===== config.mk =====
export PLATFORM = sky130hd
export DESIGN_NAME = filter_frame_sequencer
export DESIGN_NICKNAME = d
export VERILOG_FILES = /design/src/rtl/filter_seq_pkg.sv /design/src/rtl/filter_line_timer.sv /design/src/rtl/filter_frame_sequencer.sv
export SDC_FILE = /design/constraint.sdc
export NUM_CORES = 1
export LEC_CHECK = 0
export ABC_AREA = 1
export BUFFER_PORTS_ARGS = -buffer_cell sky130_fd_sc_hd__buf_2
export CAP_MARGIN = 20
export CELL_PAD_IN_SITES_DETAIL_PLACEMENT = 0
export CELL_PAD_IN_SITES_GLOBAL_PLACEMENT = 1
export CORE_UTILIZATION = 42
export DETAILED_ROUTE_END_ITERATION = 10
export HOLD_SLACK_MARGIN = 0.05
export PLACE_DENSITY_LB_ADDON = 0.2
export RECOVER_POWER = 50
export SKIP_CTS_REPAIR_TIMING = 1
export SLEW_MARGIN = 30
export SYNTH_ARGS = -nofsm -noshare
export SYNTH_HDL_FRONTEND = slang
export SYNTH_HIERARCHICAL = 1
export SYNTH_SLANG_ARGS = --single-unit

===== constraint.sdc =====
create_clock -name clk -period 2.58 [get_ports clk]
set_clock_uncertainty 0.15 [all_clocks]
set_input_delay 0.258 -clock clk [delete_from_list [all_inputs] [get_ports clk]]
set_output_delay 0.258 -clock clk [all_outputs]
set_load 0.01 [all_outputs]

===== src/rtl/filter_seq_pkg.sv =====
// Shared state encoding and sizing helpers for the mean-filter frame sequencer.
package filter_seq_pkg;

  typedef enum logic [2:0] {
    S_IDLE,
    S_ACTIVE,
    S_HBLK,
    S_VBLK,
    S_DRAIN
  } seq_state_t;

  // Bits needed for a counter running 0..n-1 (never narrower than 1).
  function automatic int cnt_w(input int n);
    return (n <= 2) ? 1 : $clog2(n);
  endfunction

  function automatic longint frame_size(input int w, input int h);
    return longint'(w) * longint'(h);
  endfunction

endpackage


===== src/rtl/filter_line_timer.sv =====
// Pixel/row/blanking counters for the frame sequencer; strobes are combinational from registered counts.
// No flow control: counters advance every cycle the matching state is active.
module filter_line_timer
  import filter_seq_pkg::*;
#(
  parameter int WIDTH_IMG  = 512,
  parameter int HEIGHT_IMG = 512,
  parameter int HBLANK     = 4,
  parameter int VBLANK     = 600
) (
  input  logic clk,
  input  logic rstb,
  input  logic clr,
  input  logic in_active,
  input  logic in_hblk,
  input  logic in_vblk,
  output logic eor,
  output logic eof,
  output logic hblk_end,
  output logic vblk_end
);

  localparam int PW = cnt_w(WIDTH_IMG);
  localparam int RW = cnt_w(HEIGHT_IMG);
  localparam int BW = cnt_w((HBLANK > VBLANK) ? HBLANK : VBLANK);

  localparam logic [PW-1:0] PIX_LAST = PW'(WIDTH_IMG - 1);
  localparam logic [RW-1:0] ROW_LAST = RW'(HEIGHT_IMG - 1);
  localparam logic [BW-1:0] HB_LAST  = BW'(HBLANK - 1);
  localparam logic [BW-1:0] VB_LAST  = BW'(VBLANK - 1);

  logic [PW-1:0] pix_q;
  logic [RW-1:0] row_q;
  logic [BW-1:0] blk_q;

  assign eor      = in_active && (pix_q == PIX_LAST);
  assign eof      = eor && (row_q == ROW_LAST);
  assign hblk_end = in_hblk && (blk_q == HB_LAST);
  assign vblk_end = in_vblk && (blk_q == VB_LAST);

  always_ff @(posedge clk or negedge rstb) begin
    if (!rstb) begin
      pix_q <= '0;
      row_q <= '0;
      blk_q <= '0;
    end else begin
      if (clr) begin
        pix_q <= '0;
        row_q <= '0;
      end else begin
        if (in_active) pix_q <= eor ? '0 : pix_q + PW'(1);
        if (hblk_end)  row_q <= row_q + RW'(1);
      end
      // One blank counter serves both gaps; it idles at zero outside them.
      if ((in_hblk && !hblk_end) || (in_vblk && !vblk_end)) blk_q <= blk_q + BW'(1);
      else                                                  blk_q <= '0;
    end
  end

endmodule


===== src/rtl/filter_frame_sequencer.sv =====
// Replays a stored frame to the 3x3 mean filter as raster video (2-cycle rd_en->o_hav lag) and captures results.
// No backpressure: results are written as they arrive; SEQ_TIMEOUT_EN adds the drain watchdog and err.
module filter_frame_sequencer
  import filter_seq_pkg::*;
#(
  parameter int DATA_WIDTH = 8,
  parameter int ADDR_WIDTH = 18,
  parameter int WIDTH_IMG  = 512,
  parameter int HEIGHT_IMG = 512,
  parameter int HBLANK     = 4,
  parameter int VBLANK     = 600,
  parameter int TIMEOUT    = 4096
) (
  input  logic                  clk,
  input  logic                  rstb,
  input  logic                  start,
  output logic                  busy,
  output logic                  done,
  output logic                  rd_en,
  output logic [ADDR_WIDTH-1:0] rd_addr,
  input  logic [DATA_WIDTH-1:0] rd_data,
  output logic                  o_hav,
  output logic                  o_vav,
  output logic [DATA_WIDTH-1:0] o_data,
  input  logic                  f_wr_file,
  input  logic [DATA_WIDTH-1:0] f_data_out,
  output logic                  wr_en,
  output logic [ADDR_WIDTH-1:0] wr_addr,
  output logic [DATA_WIDTH-1:0] wr_data
`ifdef SEQ_TIMEOUT_EN
  ,
  output logic                  err
`endif
);

  localparam longint FRAME_SZ = frame_size(WIDTH_IMG, HEIGHT_IMG);
  localparam logic [ADDR_WIDTH:0] FRAME_N = FRAME_SZ[ADDR_WIDTH:0];

  if (FRAME_SZ > (longint'(1) << ADDR_WIDTH) || HBLANK < 1 ||
      VBLANK < WIDTH_IMG + 16 || TIMEOUT < 1) begin : g_param_check
    $error("filter_frame_sequencer: illegal parameter set");
  end

  seq_state_t state_q, state_d;
  logic done_d, accept, timeout_hit;
  logic eor, eof, hblk_end, vblk_end;
  logic hav_d1, vav_d1, in_line;
  logic [ADDR_WIDTH:0] cap_q;
  logic cap_room, frame_full;

  // A start coinciding with done is ignored even though the FSM is already idle.
  assign accept     = (state_q == S_IDLE) && start && !done;
  assign busy       = (state_q != S_IDLE);
  assign rd_en      = (state_q == S_ACTIVE);
  assign in_line    = (state_q == S_ACTIVE) || (state_q == S_HBLK);
  assign cap_room   = (cap_q != FRAME_N);
  assign frame_full = !cap_room;

  filter_line_timer #(
    .WIDTH_IMG (WIDTH_IMG),
    .HEIGHT_IMG(HEIGHT_IMG),
    .HBLANK    (HBLANK),
    .VBLANK    (VBLANK)
  ) u_timer (
    .clk      (clk),
    .rstb     (rstb),
    .clr      (state_q == S_IDLE),
    .in_active(state_q == S_ACTIVE),
    .in_hblk  (state_q == S_HBLK),
    .in_vblk  (state_q == S_VBLK),
    .eor      (eor),
    .eof      (eof),
    .hblk_end (hblk_end),
    .vblk_end (vblk_end)
  );

  always_comb begin
    state_d = state_q;
    done_d  = 1'b0;
    unique case (state_q)
      S_IDLE:   if (accept) state_d = S_ACTIVE;
      S_ACTIVE: if (eof) state_d = S_VBLK;
                else if (eor) state_d = S_HBLK;
      S_HBLK:   if (hblk_end) state_d = S_ACTIVE;
      S_VBLK:   if (vblk_end) state_d = S_DRAIN;
      S_DRAIN:  if (frame_full || timeout_hit) begin
                  state_d = S_IDLE;
                  done_d  = 1'b1;
                end
      default:  state_d = S_IDLE;
    endcase
  end

  always_ff @(posedge clk or negedge rstb) begin
    if (!rstb) begin
      state_q <= S_IDLE;
      done    <= 1'b0;
      rd_addr <= '0;
      hav_d1  <= 1'b0;
      o_hav   <= 1'b0;
      vav_d1  <= 1'b0;
      o_vav   <= 1'b0;
      o_data  <= '0;
    end else begin
      state_q <= state_d;
      done    <= done_d;
      if (state_q == S_IDLE) rd_addr <= '0;
      else if (rd_en)        rd_addr <= rd_addr + ADDR_WIDTH'(1);
      hav_d1  <= rd_en;
      o_hav   <= hav_d1;
      vav_d1  <= in_line;
      o_vav   <= vav_d1;
      o_data  <= rd_data;
    end
  end

  // cap_q counts accepted results one stage ahead of wr_en, so completion is known in the last write cycle.
  always_ff @(posedge clk or negedge rstb) begin
    if (!rstb) begin
      cap_q   <= '0;
      wr_en   <= 1'b0;
      wr_addr <= '0;
      wr_data <= '0;
    end else begin
      wr_en   <= f_wr_file && cap_room;
      wr_data <= f_data_out;
      if (accept)                     cap_q <= '0;
      else if (f_wr_file && cap_room) cap_q <= cap_q + (ADDR_WIDTH + 1)'(1);
      if (accept)     wr_addr <= '0;
      else if (wr_en) wr_addr <= wr_addr + ADDR_WIDTH'(1);
    end
  end

`ifdef SEQ_TIMEOUT_EN
  localparam int TW = cnt_w(TIMEOUT);
  logic [TW-1:0] to_q;

  assign timeout_hit = (state_q == S_DRAIN) && (to_q == TW'(TIMEOUT - 1));

  always_ff @(posedge clk or negedge rstb) begin
    if (!rstb) begin
      to_q <= '0;
      err  <= 1'b0;
    end else begin
      if (state_q != S_DRAIN || f_wr_file) to_q <= '0;
      else                                 to_q <= to_q + TW'(1);
      if (accept)                                         err <= 1'b0;
      else if (timeout_hit || (f_wr_file && !cap_room))   err <= 1'b1;
    end
  end
`else
  assign timeout_hit = 1'b0;
`endif

endmodule


* After elaboration in Yosys (flattened, before gate mapping)
Index checks and enable logic that the tools add are counted.
** Operators by class
- Add/subtract/negate cells :: 6
- Eq/ne operators :: 14
- Mux-type cells :: 21
- Reduce and logical (&&, ||, !) cells :: 21
** Operator list (number)
- $mux 18 :: 4
- $mux 9 :: 5
- $mux 19 :: 2
- $add 18x1->18 const B :: 2
- $add 19x1->19 const B :: 1
- $ne 19x19->1 const B :: 1
- $add 9x1->9 const B :: 2
- $eq 9x9->1 const B :: 2
- $mux 3 :: 6
- $pmux 3 s5 :: 1
- $add 10x1->10 const B :: 1
- $eq 10x10->1 const B :: 1
- $eq 10x2->1 const B :: 1
- $mux 10 :: 1
- $logic_and 1x1->1 :: 9
- $ne 2x2->1 const B :: 4
- $reduce_bool 2->1 :: 4
- $eq 3x2->1 const B :: 2
- $reduce_and 5->1 :: 1
- $eq 3x1->1 const B :: 1
- $eq 3x3->1 const B :: 1
- $logic_not 1->1 :: 3
- $logic_not 3->1 :: 1
- $ne 3x1->1 const B :: 1
- 3 further kinds :: 5
** Word-level totals
- Bits in registers :: 108
- Bits of input ports :: 20
- Output and inout bits :: 58
- Logic and storage cells :: 77

* Depth between registers and ports, before layout
Gate-level depths: netlist of the first run.
- Word-level depth :: 6
- Depth in mapped cells :: 15
- Depth with buffers taken out :: 15

* Modules after synthesis
Netlist of the first run, hierarchy kept.
** Modules (own cells, without submodules)
- filter_frame_sequencer :: times used 1, cells each 500, area an instance 3973.8 µm², sequential area each 2001.9 µm²
- filter_line_timer :: times used 1, cells each 225, area an instance 1666.6 µm², sequential area each 700.7 µm²

* Worst setup path before layout of the first run
No wires, ideal clock.
- Kind :: reg-to-reg
- From :: reg state_q[1]
- To :: reg state_q[0]
- Setup time :: 0.122 ns
- Data arrival time :: 1.799 ns
- Data required time :: 2.308 ns
- Slack :: 0.509 ns
- Stages on the path, launching flop included :: 14
- Path buffers :: 1
- Path through :: dfrtp_1 > nor2_4 > nand2_1 > inv_1 > buf_2 > nand2_1 > nor2_1 > nor2_1 > nand3_1 > nand2_1 > nor2_1 > o211ai_1 > nand2_1 > nand2_1
** On the way
- Cells in the longest elaborated chain, start to end :: 5
** Ends and longest elaborated chain
- start: declaration :: line filter_frame_sequencer.sv:44 : seq_state_t state_q, state_d;
- start signal: assignment :: line filter_frame_sequencer.sv:105 : state_q <= state_d;
- $eq 3x1->1 (*)
- via rd_en :: line filter_frame_sequencer.sv:19 : output logic rd_en,
- $logic_and 1x1->1 (*) :: line filter_line_timer.sv:36 : assign eor = in_active && (pix_q == PIX_LAST);
- $logic_and 1x1->1 (*) :: line filter_line_timer.sv:37 : assign eof = eor && (row_q == ROW_LAST);
- via eof :: line filter_frame_sequencer.sv:46 : logic eor, eof, hblk_end, vblk_end;
- $ne 3x1->1 (no source line) or $mux 3 (tied branches)
- $reduce_and 5->1 (no source line) or $pmux 3 s5 (tied branches)
Mark *: on every way through the listed nets, which the timed path passes. The rest lies on a longest branch.
A chain may end at the register's enable or synchronous reset.

* Worst setup path in the final report of the first run
- From :: reg state_q[1]
- To :: reg cap_q[12]
** On the way
- Cells in the longest elaborated chain, start to end :: 4
** Ends and longest elaborated chain
- $logic_not 3->1 (*) :: line filter_frame_sequencer.sv:52 : assign accept = (state_q == S_IDLE) && start && !done;
- $logic_and 1x1->1 (*) (2 in series) :: line filter_frame_sequencer.sv:52
- $mux 19 or $reduce_bool 2->1 (tied branches)
- end signal: assignment :: line filter_frame_sequencer.sv:128 : else if (f_wr_file && cap_room) cap_q <= cap_q + (ADDR_WIDTH + 1)'(1);
- end: declaration :: line filter_frame_sequencer.sv:48 : logic [ADDR_WIDTH:0] cap_q;
Every way passes the cells marked *; elsewhere a longest branch is shown, timed or not.

==> results of run 1 <==
[power by group]
group | leakage [nW] | internal, mW | switching [mW]
registers | 1.45 | 1.86 | 0.167
clock network | 0.128 | 0.683 | 0.624
logic | 1.52 | 0.410 | 0.889
total | 3.10 | 2.95 | 1.68
[flip-flops by register name (all words and copies together) (netlist names)]
| register | cells |
|---|---|
| state_q | 3 |
| rd_addr | 18 |
| vav_d1 | 1 |
| hav_d1 | 1 |
| u_timer/row_q | 9 |
| o_data | 8 |
| o_hav | 1 |
| cap_q | 19 |
| o_vav | 1 |
| done | 1 |
| wr_addr | 18 |
| wr_en | 1 |
| wr_data | 8 |
| u_timer/blk_q | 10 |
| u_timer/pix_q | 9 |
[tightest hold or removal path, stage by stage]
cell and delay, ps:
buf_2 110, nand3_1 90, nand2_1 50, inv_1 40, nor2_1 40
[cell type report]
type / count / area (µm²)
Multi-Input combinational cell: 527 / 2542
Clock buffer: 11 / 242.7
Inverter: 78 / 295.3
Tap cell: 172 / 215.2
Timing Repair Buffer: 103 / 564.3
Fill cell: 1281 / 6277
Clock inverter: 5 / 36.28
Sequential cell: 108 / 2703
[logic make-up after synthesis]
group | count (synthesis)
xor+xnor | 19
simple gates | 417
buf+inv | 90
flops | 108
compound gates | 82
fa+ha+maj | 9
[metal layers]
layer | wire (µm) | up-vias | GRT usage
met5 | 0 | - | 0
met4 | 107 | 0 | 0.05128
met3 | 576 | 6 | 0.04651
met2 | 5925 | 131 | 0.3096
met1 | 6232 | 2344 | 0.2518
li1 | - | 2534 | -
[per-stage QoR]
| step | area, µm² | instances | power [mW] |
|---|---|---|---|
| 2_1_floorplan | 5640 | 725 | 2.961 |
| 3_3_place_gp | 6245 | 971 | 3.365 |
| 3_5_place_dp | 6245 | 971 | 3.400 |
| 4_1_cts | 6524 | 987 | 4.736 |
| 5_1_grt | 6599 | 1004 | 4.928 |
| 6_report | 6599 | 1004 | 4.635 |
[cells in the final DEF, fill, tap and decap left out, drive strengths merged, types with 9 or more instances in the layout]
cell type | Yosys | layout
o21ai | 32 | 32
clkbuf | 1 | 65
dfrtp | 108 | 108
ha | 9 | 9
nand4 | 12 | 12
nand2 | 206 | 206
inv | 78 | 79
a21oi | 28 | 28
nor2 | 115 | 115
xor2 | 16 | 16
buf | 11 | 32
nand3 | 63 | 63
nor3 | 11 | 11
dlygate4sd3 | 0 | 17
[final timing paths]
check | startpoint | to | slack [ps] | cells after the start
worst max-delay path | state_q[1] | cap_q[12] | 250 | 8
worst min-delay path | f_wr_file | cap_q[13] | 120 | 5
worst max register to register | state_q[1] | cap_q[12] | 250 | 8
worst min register to register | hav_d1 | o_hav | 210 | 0
max in group asynchronous | rstb | wr_addr[16] | 710 | 3
min in group asynchronous | rstb | rd_addr[2] | 640 | 2
==> run summary, run 1 <==
In this run the number of H-tree levels came out at 3. During placement, the flow inserted port buffers numbering 77. The share of async-settable or async-resettable flops after synthesis was 1.000.

The layout-stage area growth over the synthesis result is 16.99%, and the post-route fraction of the period consumed by the critical path is 0.9048. The floorplan has 41 rows. Setup violations remaining at the end of the flow were counted as 0. The analysis attributes to cell leakage a power of 3.096 nW. The tools report the count of final max-slew check failures as 0. When the netlist entered floorplanning its net count stood at 754. For the hold violation count in the final report, the log shows 0.

The minimum clock period after layout was 2334 ps. For the worst setup path, the data required time is 2660 ps. The height of the chip is 117.9 µm, and the headroom to the max-slew limit is 0.02962.

The number of flops mapped to enable cells by yosys was 0; the maximum resistive drop on vdd was 0.4578 mV. For this run, the slowest stage of the critical path takes 610 ps. Adding up every negative setup slack in the final design gives 0 ps. For this run, the top clock speed supported by timing is 428.4 MHz. The area fraction in and, or, nand and nor cells after synthesis was 0.3210; the detailed-route vias per instance was 4.995. At the later pin of the worst-skew pair, clock insertion delay measures 350 ps.

In the post-synthesis netlist, the biggest area contributors are dfrtp_1 48%, nand2_1 13%, nor2_1 7.1%. Synthesis produced a netlist whose cell count is 725. Cell with the biggest individual delay on the critical path: nor2_2. The tools report the total wire length as 12.84 mm. Setup repair after global routing left no endpoint under its margin. For the via count of the first global-routing pass, the log shows 4640.

The critical path contains buffers and inverters numbering 2 combined. The detailed router placed 5015 vias in this run. The share of layout cells above drive strength 1 was 0.08293.

The clock transition at the registers of the reported paths is 70 ps, and the share of the yosys chip area belonging to registers is 0.4791. The synthesized netlist contains 44 unique library cells. TritonCTS built the clock tree. The run gives 0.4381 as the initial cell density of the core.

The run gives 0.5125 as the utilization of the core after routing. For this block, the initial DRC count from the detailed router was 322. The net count of the finished layout is 856. The flow ran to the end, and the final reports show no timing, DRC or antenna violations. The worst slack on hold paths is 115.9 ps. Proportion of netlist area held by the largest area contributor: 0.4791.

The most instantiated flip-flop cell in the synthesis netlist is dfrtp_1. The tools report the largest net degree at the start of global routing as 56. The cell sitting at the root of the clock tree is a clkbuf_16. The cell family contributing the most delay on the critical path is simple AND/OR/NAND/NOR gates. Setup slack closes at 245.5 ps. The flop and latch count out of synthesis is 108, and the detailed-routing iteration count for the pre-antenna-repair pass is 5.

STA classifies the critical path endpoint as a flop. The congestion estimate from routability-driven global placement came to 0.8066. At the pin with the least slew margin, the transition time is 1456 ps. The synthesized area was 5640 µm²; the post-synthesis share of cell area spent on xor and xnor gates was 0.02950. The first global-routing pass estimated 21.61 mm of wire. The longest clock path from root to sink contains 2 buffers. Among the stages of the critical path, the cell type that occurs most often is nand2_4. 78 I/O pins were placed. The worst hold path belongs to the class in -> reg. The detail route stage leaves a number of antenna-violating nets equal to 0. The tools report the number of sinks on the clock net as 108. In this run the standard cell core region covers 12880 µm². The startpoint kind of the worst setup timing path was a flop. After synthesis, the most frequently instantiated cells are 201 x nand2_1, 108 x dfrtp_1, 107 x nor2_1, 74 x inv_1, 61 x nand3_1.

Before CTS, the worst setup slack after placement is 307.9 ps. The die covers 13900 µm². In this run, CTS created clock tree buffers numbering 9. Of all cell types, the one taking the most synthesized area is dfrtp_1.

The total power per unit cell area is 702.4 nW/µm², and the synthesized area divided by synthesized cell count is 7.780 µm². In this run the worst path has a maximum fanout of 17. The critical path in this run is classified as reg -> reg.

The multiplexer area fraction after synthesis was 0; the number of remaining DRC errors was 0. The most common cell in the synthesized netlist is nand2_1. Max-cap violations in this run came to 0. Dividing the detail-routed wire length by the instance count gives 12.79 µm.

Initial antenna violation count: 0. Walking the worst path, the cells encountered are nor2_1 -> nand2_4 -> nor2_2 -> inv_2 -> nand2_4 -> inv_4 -> nand2_1 -> o21ai_0. The floorplan step set the die width to 117.9 µm. The area fraction in compound gates after synthesis was 0.08407; the placed wire-length estimate after detailed placement was 9.116 mm.

The repair_antennas step left the layout with diodes totalling 0. The overall routing resource usage is 0.1902. Data arrives at the worst endpoint at 2420 ps. By area, the combinational part of the netlist is dominated by simple AND/OR/NAND/NOR gates. The tools report the synthesis warning total as 6. The post-synthesis adder-cell area fraction was 0.01996; the residual overflow from global routing was 0.
Power figures use the tool's default switching activity.
==> inputs of run 2 (changes only) <==
--- a/config.mk
+++ b/config.mk
@@ -10,7 +10,8 @@
 export CAP_MARGIN = 20
 export CELL_PAD_IN_SITES_DETAIL_PLACEMENT = 0
 export CELL_PAD_IN_SITES_GLOBAL_PLACEMENT = 1
-export CORE_UTILIZATION = 42
+export CORE_ASPECT_RATIO = 0.8
+export CORE_UTILIZATION = 46
 export DETAILED_ROUTE_END_ITERATION = 10
 export HOLD_SLACK_MARGIN = 0.05
 export PLACE_DENSITY_LB_ADDON = 0.2
==> constraint.sdc (replaced) <==
create_clock -name clk -period 2.8 [get_ports clk]
set_clock_uncertainty 0.15 [all_clocks]
set_input_delay 0.28 -clock clk [delete_from_list [all_inputs] [get_ports clk]]
set_output_delay 0.28 -clock clk [all_outputs]
set_load 0.01 [all_outputs]
==> run summary, run 2 (synthesized netlist as in run 1, its figures left out) <==
The library cell used most frequently in the layout, excluding fill and tap cells, is nand2_1. The headroom to the max-slew limit was 0.2768 (+0.2472). The via count of the first global-routing pass was 4409 (-5.0%). Standard-cell row count: 35 (-15%). The tools report the fraction of power consumed by sequential logic as 0.406 (-0.032). For the setup slack of the worst register-to-register path, the log shows 500 ps (+260 ps).

The worst setup path is captured at a flop. The kind of cell with the highest combined delay along the critical path is simple AND/OR/NAND/NOR gates. The switching share of power was 0.3394 (-0.02316). The total of buffers placed on input and output ports works out to 77 (unchanged). The count of cells along the worst register-to-register path came out at 15 (+7). The count of final max-slew check failures was 0 (unchanged); the maximum cell stage delay along the critical path was 430 ps (-180 ps). The residual overflow from global routing was 0 (unchanged). STA classifies the critical path startpoint as a flop.

In the final layout, the registers with the most flip-flops are cap_q x19, rd_addr x18, wr_addr x18. Setup repair after global routing left no endpoint under its margin. The worst path buffer plus inverter count is 1 (-1), and the static leakage power is 3.166 nW (+2.3%).

The tools report the post-route standard cell area excluding fillers as 6654 µm² (+0.83%). The detailed-routing iteration count for the pre-antenna-repair pass is 5 (unchanged). The number of cells on the worst hold path is 5 (unchanged). The total wire length is 12.79 mm (-0.37%), and the fraction of power consumed by combinational cells is 0.257 (-0.023). The maximum resistive drop on vdd is 0.4001 mV (-13%), and the initial antenna violation count is 0 (unchanged).

CTS buffer count: 9 (unchanged). Walking the worst path, the cells encountered are ha_1 -> nand3_1 -> nor2_1 -> nand2_1 -> nor2_1 -> ha_1 -> inv_1 -> nor2_1 -> nor2_1 -> nand3_1 -> nand2_1 -> nor2_1 -> o211ai_1 -> nand2_1 -> nand2_1. The weighted congestion at the end of routability-driven global placement is 0.8287 (+2.7%), and the minimum clock period after layout is 2295 ps (-39.26 ps). The switching power of the nets is 1.569 mW (-6.6%). For the placed wire-length estimate after detailed placement, the log shows 9.063 mm (-0.59%). Compared with the post-synthesis result, the final layout area differs by 17.97%. The largest net degree at the start of global routing was 44 (-21%); the H-tree depth reported by CTS was 3 (unchanged). The clock transition at the registers of the reported paths came out at 70 ps (about the same). The number of sinks on the clock net came out at 108 (unchanged). In the layout the commonest cells are 201 x nand2_1, 108 x dfrtp_1, 107 x nor2_1. The largest driver fanout on the critical path is 6 (-11), and the achievable frequency is 435.7 MHz (+1.7%). For the remaining antenna violation count after routing, the log shows 0 (unchanged). The tools report the number of diodes as 0 (unchanged). The endpoint identified for the worst register-to-register timing path is state_q[0]. The flip-flop count of the largest register after layout came out at 19 (unchanged).

The flow ran to the end, and the final reports show no timing, DRC or antenna violations. The area of the die is 12710 µm² (-8.5%), and the number of failing setup endpoints in the final timing report is 0 (unchanged). The class of the most critical setup path is reg -> reg.

Internal power component: 3.055 mW (+3.4%). By instance count, the cell type seen most on the critical path is nor2_1. For the iteration-0 DRC count of the detailed router, the log shows 276 (-14%).

TritonCTS built the clock tree. For the I/O pin count, the log shows 78 (unchanged). The run gives 0.2071 (+0.01691) as the overall routing resource usage.

The required time at the worst-slack endpoint is 2890 ps (+230 ps), and the total power per unit cell area is 695.0 nW/µm² (-1.1%). The height of the chip came out at 101.0 µm (-14%). Hold violation count in the final report: 0 (unchanged). The post-route fraction of the period consumed by the critical path is 0.8197 (-0.08512). The worst hold path begins at f_wr_file. The clock latency of the later-clocked register in the worst-skew pair is 350 ps (about the same). Share of layout cells above drive strength 1: 0.09058 (+0.007647).

Cell at the root of the clock tree: clkbuf_16. The final net count was 852 (-0.47%); the transition time at the pin with the least slew margin was 1085 ps (-370.8 ps). The path category of the worst min-delay check is in -> reg. The detailed-route vias per instance works out to 5.084 (+1.8%). The largest register by flop count was cap_q. The die extent in x was 125.8 µm (+6.7%). The worst hold path terminates at cap_q[13].

The cell with the biggest individual delay on the critical path was dfrtp_1. The logs give 0 (unchanged) for the number of remaining DRC errors and 2380 ps (-40 ps) for the critical path data arrival time. The total number of vias is 4962 (-1.1%), and the setup total negative slack is 0 ps (unchanged). The initial cell density of the core was 0.4806 (+0.04254).

The max-capacitance violation count was 0 (unchanged). The logs give 21.32 mm (-1.3%) for the first-pass GRT wire length and 2 (unchanged) for the maximum count of clock buffers along a single path. Share of power burned in the clock network: 0.337 (+0.055). The mean routed wirelength per cell was 13.11 µm (+2.5%); the overall power was 4.624 mW (-0.24%). For the placeable core area, the log shows 11740 µm² (-8.9%). The placed instance area is 6185 µm² (-0.96%). The tools report the source of the worst register-to-register timing path as u_timer/row_q[0].
==> run 2: cell count changes in the layout (fill, tap and decap cells not counted), sizes merged <==
cell	delta
clkbuf	-10
bufinv	+4
inv	+1
clkinvlp	-2
clkinv	-1
buf	+4
==> run 2: worst max-delay path by stage <==
stage	startpoint	endpoint	slack (ps)	cells past startpoint
floorplan	state_q[1]	state_q[0]	730	13
detailed placement	u_timer/row_q[0]	state_q[0]	520	15
global placement	u_timer/row_q[0]	state_q[0]	610	15
CTS	u_timer/row_q[0]	state_q[0]	500	15
finish	u_timer/row_q[0]	state_q[0]	500	15
global route	u_timer/row_q[0]	state_q[0]	240	15
==> run 2: final cells by class <==
cell class / count / area, µm²
clock inverter: 7 / 145.1
sequential: 108 / 2703
inverter: 78 / 295.3
timing repair buffer: 99 / 536.8
multi-input combinational: 527 / 2564
fill: 1118 / 5082
tap: 148 / 185.2
clock buffer: 9 / 225.2
==> run 2: per-layer routing <==
metal | wire length [µm] | up-vias | part of all wire | track usage
li1 | - | 2545 | - | -
met1 | 6671 | 2286 | 0.52 | 0.3050
met2 | 5455 | 123 | 0.43 | 0.3184
met3 | 583 | 8 | 0.046 | 0.04352
met4 | 83 | 0 | 0.0065 | 0.03614
met5 | 0 | - | 0 | 0
==> run 2: stage by stage <==
step | cells | utilization | setup slack (ps) | hold slack, ps
after floorplan | 725 | - | 729.0 | -165.6
after global placement | 943 | 0.5270 | 609.9 | 97.79
after detailed placement | 943 | 0.5270 | 517.2 | 107.9
after CTS | 959 | 0.5585 | 502.0 | -269.3
after global routing | 976 | 0.5670 | 241.3 | 206.7
final | 976 | 0.5670 | 504.8 | 187.6
==> run 2: worst min-delay path, cell delays in order <==
cell	delay, ps
buf_2	130
nand3_1	110
nand2_1	60
inv_1	40
nor2_1	40
==> run 2: power by group through the flow <==
stage,clock [mW],combinational [mW],sequential [mW]
after floorplan,0,0.835,1.89
after global placement,0,1.16,1.89
after detailed placement,0,1.19,1.90
after CTS,1.60,1.20,1.87
after global routing,1.66,1.34,1.90
final,1.56,1.19,1.88
==> inputs of run 3 (changes only) <==
--- a/config.mk
+++ b/config.mk
@@ -11,7 +11,7 @@
 export CELL_PAD_IN_SITES_DETAIL_PLACEMENT = 0
 export CELL_PAD_IN_SITES_GLOBAL_PLACEMENT = 1
 export CORE_ASPECT_RATIO = 0.8
-export CORE_UTILIZATION = 46
+export CORE_UTILIZATION = 38
 export DETAILED_ROUTE_END_ITERATION = 10
 export HOLD_SLACK_MARGIN = 0.05
 export PLACE_DENSITY_LB_ADDON = 0.2
==> constraint.sdc (replaced) <==
create_clock -name clk -period 2.1 [get_ports clk]
set_clock_uncertainty 0.15 [all_clocks]
set_input_delay 0.21 -clock clk [delete_from_list [all_inputs] [get_ports clk]]
set_output_delay 0.21 -clock clk [all_outputs]
set_load 0.01 [all_outputs]
==> run summary, run 3 (synthesized netlist as in run 1, its figures left out) <==
The die extent in x is 138.2 µm (+9.9%), and the maximum resistive drop on vdd is 0.4771 mV (+19%). The critical path data arrival time came out at 2180 ps (-200 ps). The initial antenna violation count came out at 0 (unchanged).

The number of diodes came out at 0 (unchanged). The total power per unit cell area is 887.0 nW/µm² (+28%). STA classifies the critical path startpoint as a flop. The run gives 6350 µm² (+2.7%) as the placed instance area. The post-route fraction of the period consumed by the critical path is 0.9662 (+0.1465). The run gives 492.8 MHz (+13%) as the achievable frequency. The critical path goes through ha_2 -> nand3_2 -> nor2_1 -> nand2_1 -> nor2_2 -> ha_2 -> inv_2 -> nor2_4 -> nor2_1 -> nand3_1 -> nand2_2 -> nor2_4 -> buf_4 -> o2111ai_1 -> nand2_1. The residual overflow from global routing is 0 (unchanged). The iteration-0 DRC count of the detailed router is 300 (+8.7%).

The checks that failed: DRC. The weighted congestion at the end of routability-driven global placement was 0.8116 (-2.1%); the total wire length was 13.39 mm (+4.7%). The transition time at the pin with the least slew margin works out to 896.0 ps (-188.7 ps). The worst setup path is captured at a flop.

Setup repair after global routing could not meet its margin everywhere. The run gives 0 ps (unchanged) as the setup total negative slack. The clock latency of the later-clocked register in the worst-skew pair is 360 ps (about the same), and the mean routed wirelength per cell is 13.01 µm (-0.72%).

The static leakage power is 3.360 nW (+6.1%), and the overall routing resource usage is 0.1848 (-0.02231). The path category of the worst min-delay check was in -> reg. The detailed-route vias per instance came out at 4.909 (-3.4%). The run gives 2 (unchanged) as the maximum count of clock buffers along a single path.

The placeable core area was 14400 µm² (+23%). The cell with the biggest individual delay on the critical path was dfrtp_1. The tools report the number of remaining DRC errors as 18 (+18). For the hold violation count in the final report, the log shows 0 (unchanged). H-tree depth reported by CTS: 3 (unchanged).

The total number of vias is 5051 (+1.8%), and the CTS buffer count is 9 (unchanged). The minimum clock period after layout is 2029 ps (-266.2 ps), and the initial cell density of the core is 0.3918 (-0.08877). The flow ran to the end, but the final reports show violations.

Overall power: 6.068 mW (+31%). The required time at the worst-slack endpoint came out at 2250 ps (-640 ps). The setup path with the least slack is of type reg -> reg.

The number of inserted filler cells in the final layout is 1372 (+23%), and the standard-cell row count is 39 (+11%). The total of buffers placed on input and output ports is 77 (unchanged). The largest driver fanout on the critical path came out at 4 (-2). The tools report the remaining antenna violation count after routing as 0 (unchanged).

The area of the die was 15340 µm² (+21%). The worst path buffer plus inverter count was 2 (+1). The maximum cell stage delay along the critical path was 360 ps (-70 ps); the detailed-routing iteration count for the pre-antenna-repair pass was 8 (+3).

The placed wire-length estimate after detailed placement came out at 9.586 mm (+5.8%). For the max-capacitance violation count, the log shows 0 (unchanged). TritonCTS built the clock tree. Number of sinks on the clock net: 108 (unchanged). The tree is rooted in a clkbuf_16. The cell family contributing the most delay on the critical path is simple AND/OR/NAND/NOR gates. The first-pass GRT wire length was 22.83 mm (+7.1%).

Most common cell after layout, fill and taps aside: nand2_1. The flip-flop count of the largest register after layout is 19 (unchanged), and the largest net degree at the start of global routing is 39 (-11%). The number of failing setup endpoints in the final timing report is 0 (unchanged). The clock transition at the registers of the reported paths is 80 ps (about the same), and the layout-stage area growth over the synthesis result is 21.27%. The logs give 78 (unchanged) for the I/O pin count and 0.4027 (+0.1258) for the headroom to the max-slew limit. The setup slack of the worst register-to-register path is 70 ps (-430 ps), and the post-route standard cell area excluding fillers is 6840 µm² (+2.8%). The via count of the first global-routing pass is 4833 (+9.6%), and the share of layout cells above drive strength 1 is 0.1621 (+0.07155). Count of final max-slew check failures: 0 (unchanged).

The height of the chip works out to 111.0 µm (+9.8%). In the final layout, the registers with the most flip-flops are cap_q x19, rd_addr x18, wr_addr x18. cap_q holds more flip-flops than any other register. In the layout the commonest cells are 199 x nand2_1, 108 x dfrtp_1, 104 x nor2_1. The tools report the final net count as 869 (+2.0%).
-- run 3: changes by cell type in the layout (fill, tap and decap cells not counted), moves of 3 or more --
cell,change
buf_4,+14
buf_2,+37
clkbuf_1,-35
nor2_1,-3
bufinv_16,-3
-- run 3: path summary, 6_finish.rpt --
kind	startpoint	to	depth (start not counted)
max in group asynchronous	rstb	cap_q[8]	3
setup / recovery	u_timer/row_q[1]	state_q[1]	15
min in group asynchronous	rstb	rd_addr[0]	2
setup reg to reg	u_timer/row_q[1]	state_q[1]	15
hold / removal	f_wr_file	cap_q[13]	5
hold reg to reg	hav_d1	o_hav	0
-- run 3: worst reg2reg max path, cell delays in order (launching register included) --
cell and delay, ps:
dfrtp_1 360, ha_2 190, nand3_2 80, nor2_1 110, nand2_1 80, nor2_2 110
ha_2 170, inv_2 40, nor2_4 70, nor2_1 40, nand3_1 70, nand2_2 70
nor2_4 130, buf_4 130, o2111ai_1 100, nand2_1 90
-- run 3: layout make-up --
class | instances | area, µm² | area share
clock buffer | 10 | 239.0 | 0.03494
inverter | 78 | 295.3 | 0.04317
tap | 184 | 230.2 | 0.03366
multi-input combinational | 527 | 2601 | 0.3803
sequential | 108 | 2703 | 0.3951
clock inverter | 6 | 71.32 | 0.01043
timing repair buffer | 116 | 700.7 | 0.1024
-- run 3: metrics by stage --
stage | utilization | std cells | hold WS [ps] | setup slack (ps)
3_3_place_gp | 0.4411 | 995 | -92.35 | 28.80
3_5_place_dp | 0.4411 | 995 | -91.81 | -62.56
6_report | 0.4752 | 1029 | 99.12 | 70.95
4_1_cts | 0.4627 | 1011 | -486.8 | -65.01
2_1_floorplan | - | 725 | -235.6 | 28.96
5_1_grt | 0.4752 | 1029 | 104.2 | -113.0
-- run 3: where the power goes --
part           total [mW]  switching (mW)  internal [mW]
Sequential           2.49           0.201           2.29
Combinational        1.79            1.17          0.627
Clock                1.79           0.817          0.971
Total                6.07            2.18           3.88
-- run 3: layer usage --
layer  GRT usage  vias up  part of all wire
met3     0.05270       12             0.049
met1      0.2525     2368              0.50
met5           0        -                 0
li1            -     2566                 -
met4     0.05318        0             0.013
met2      0.2854      105              0.44
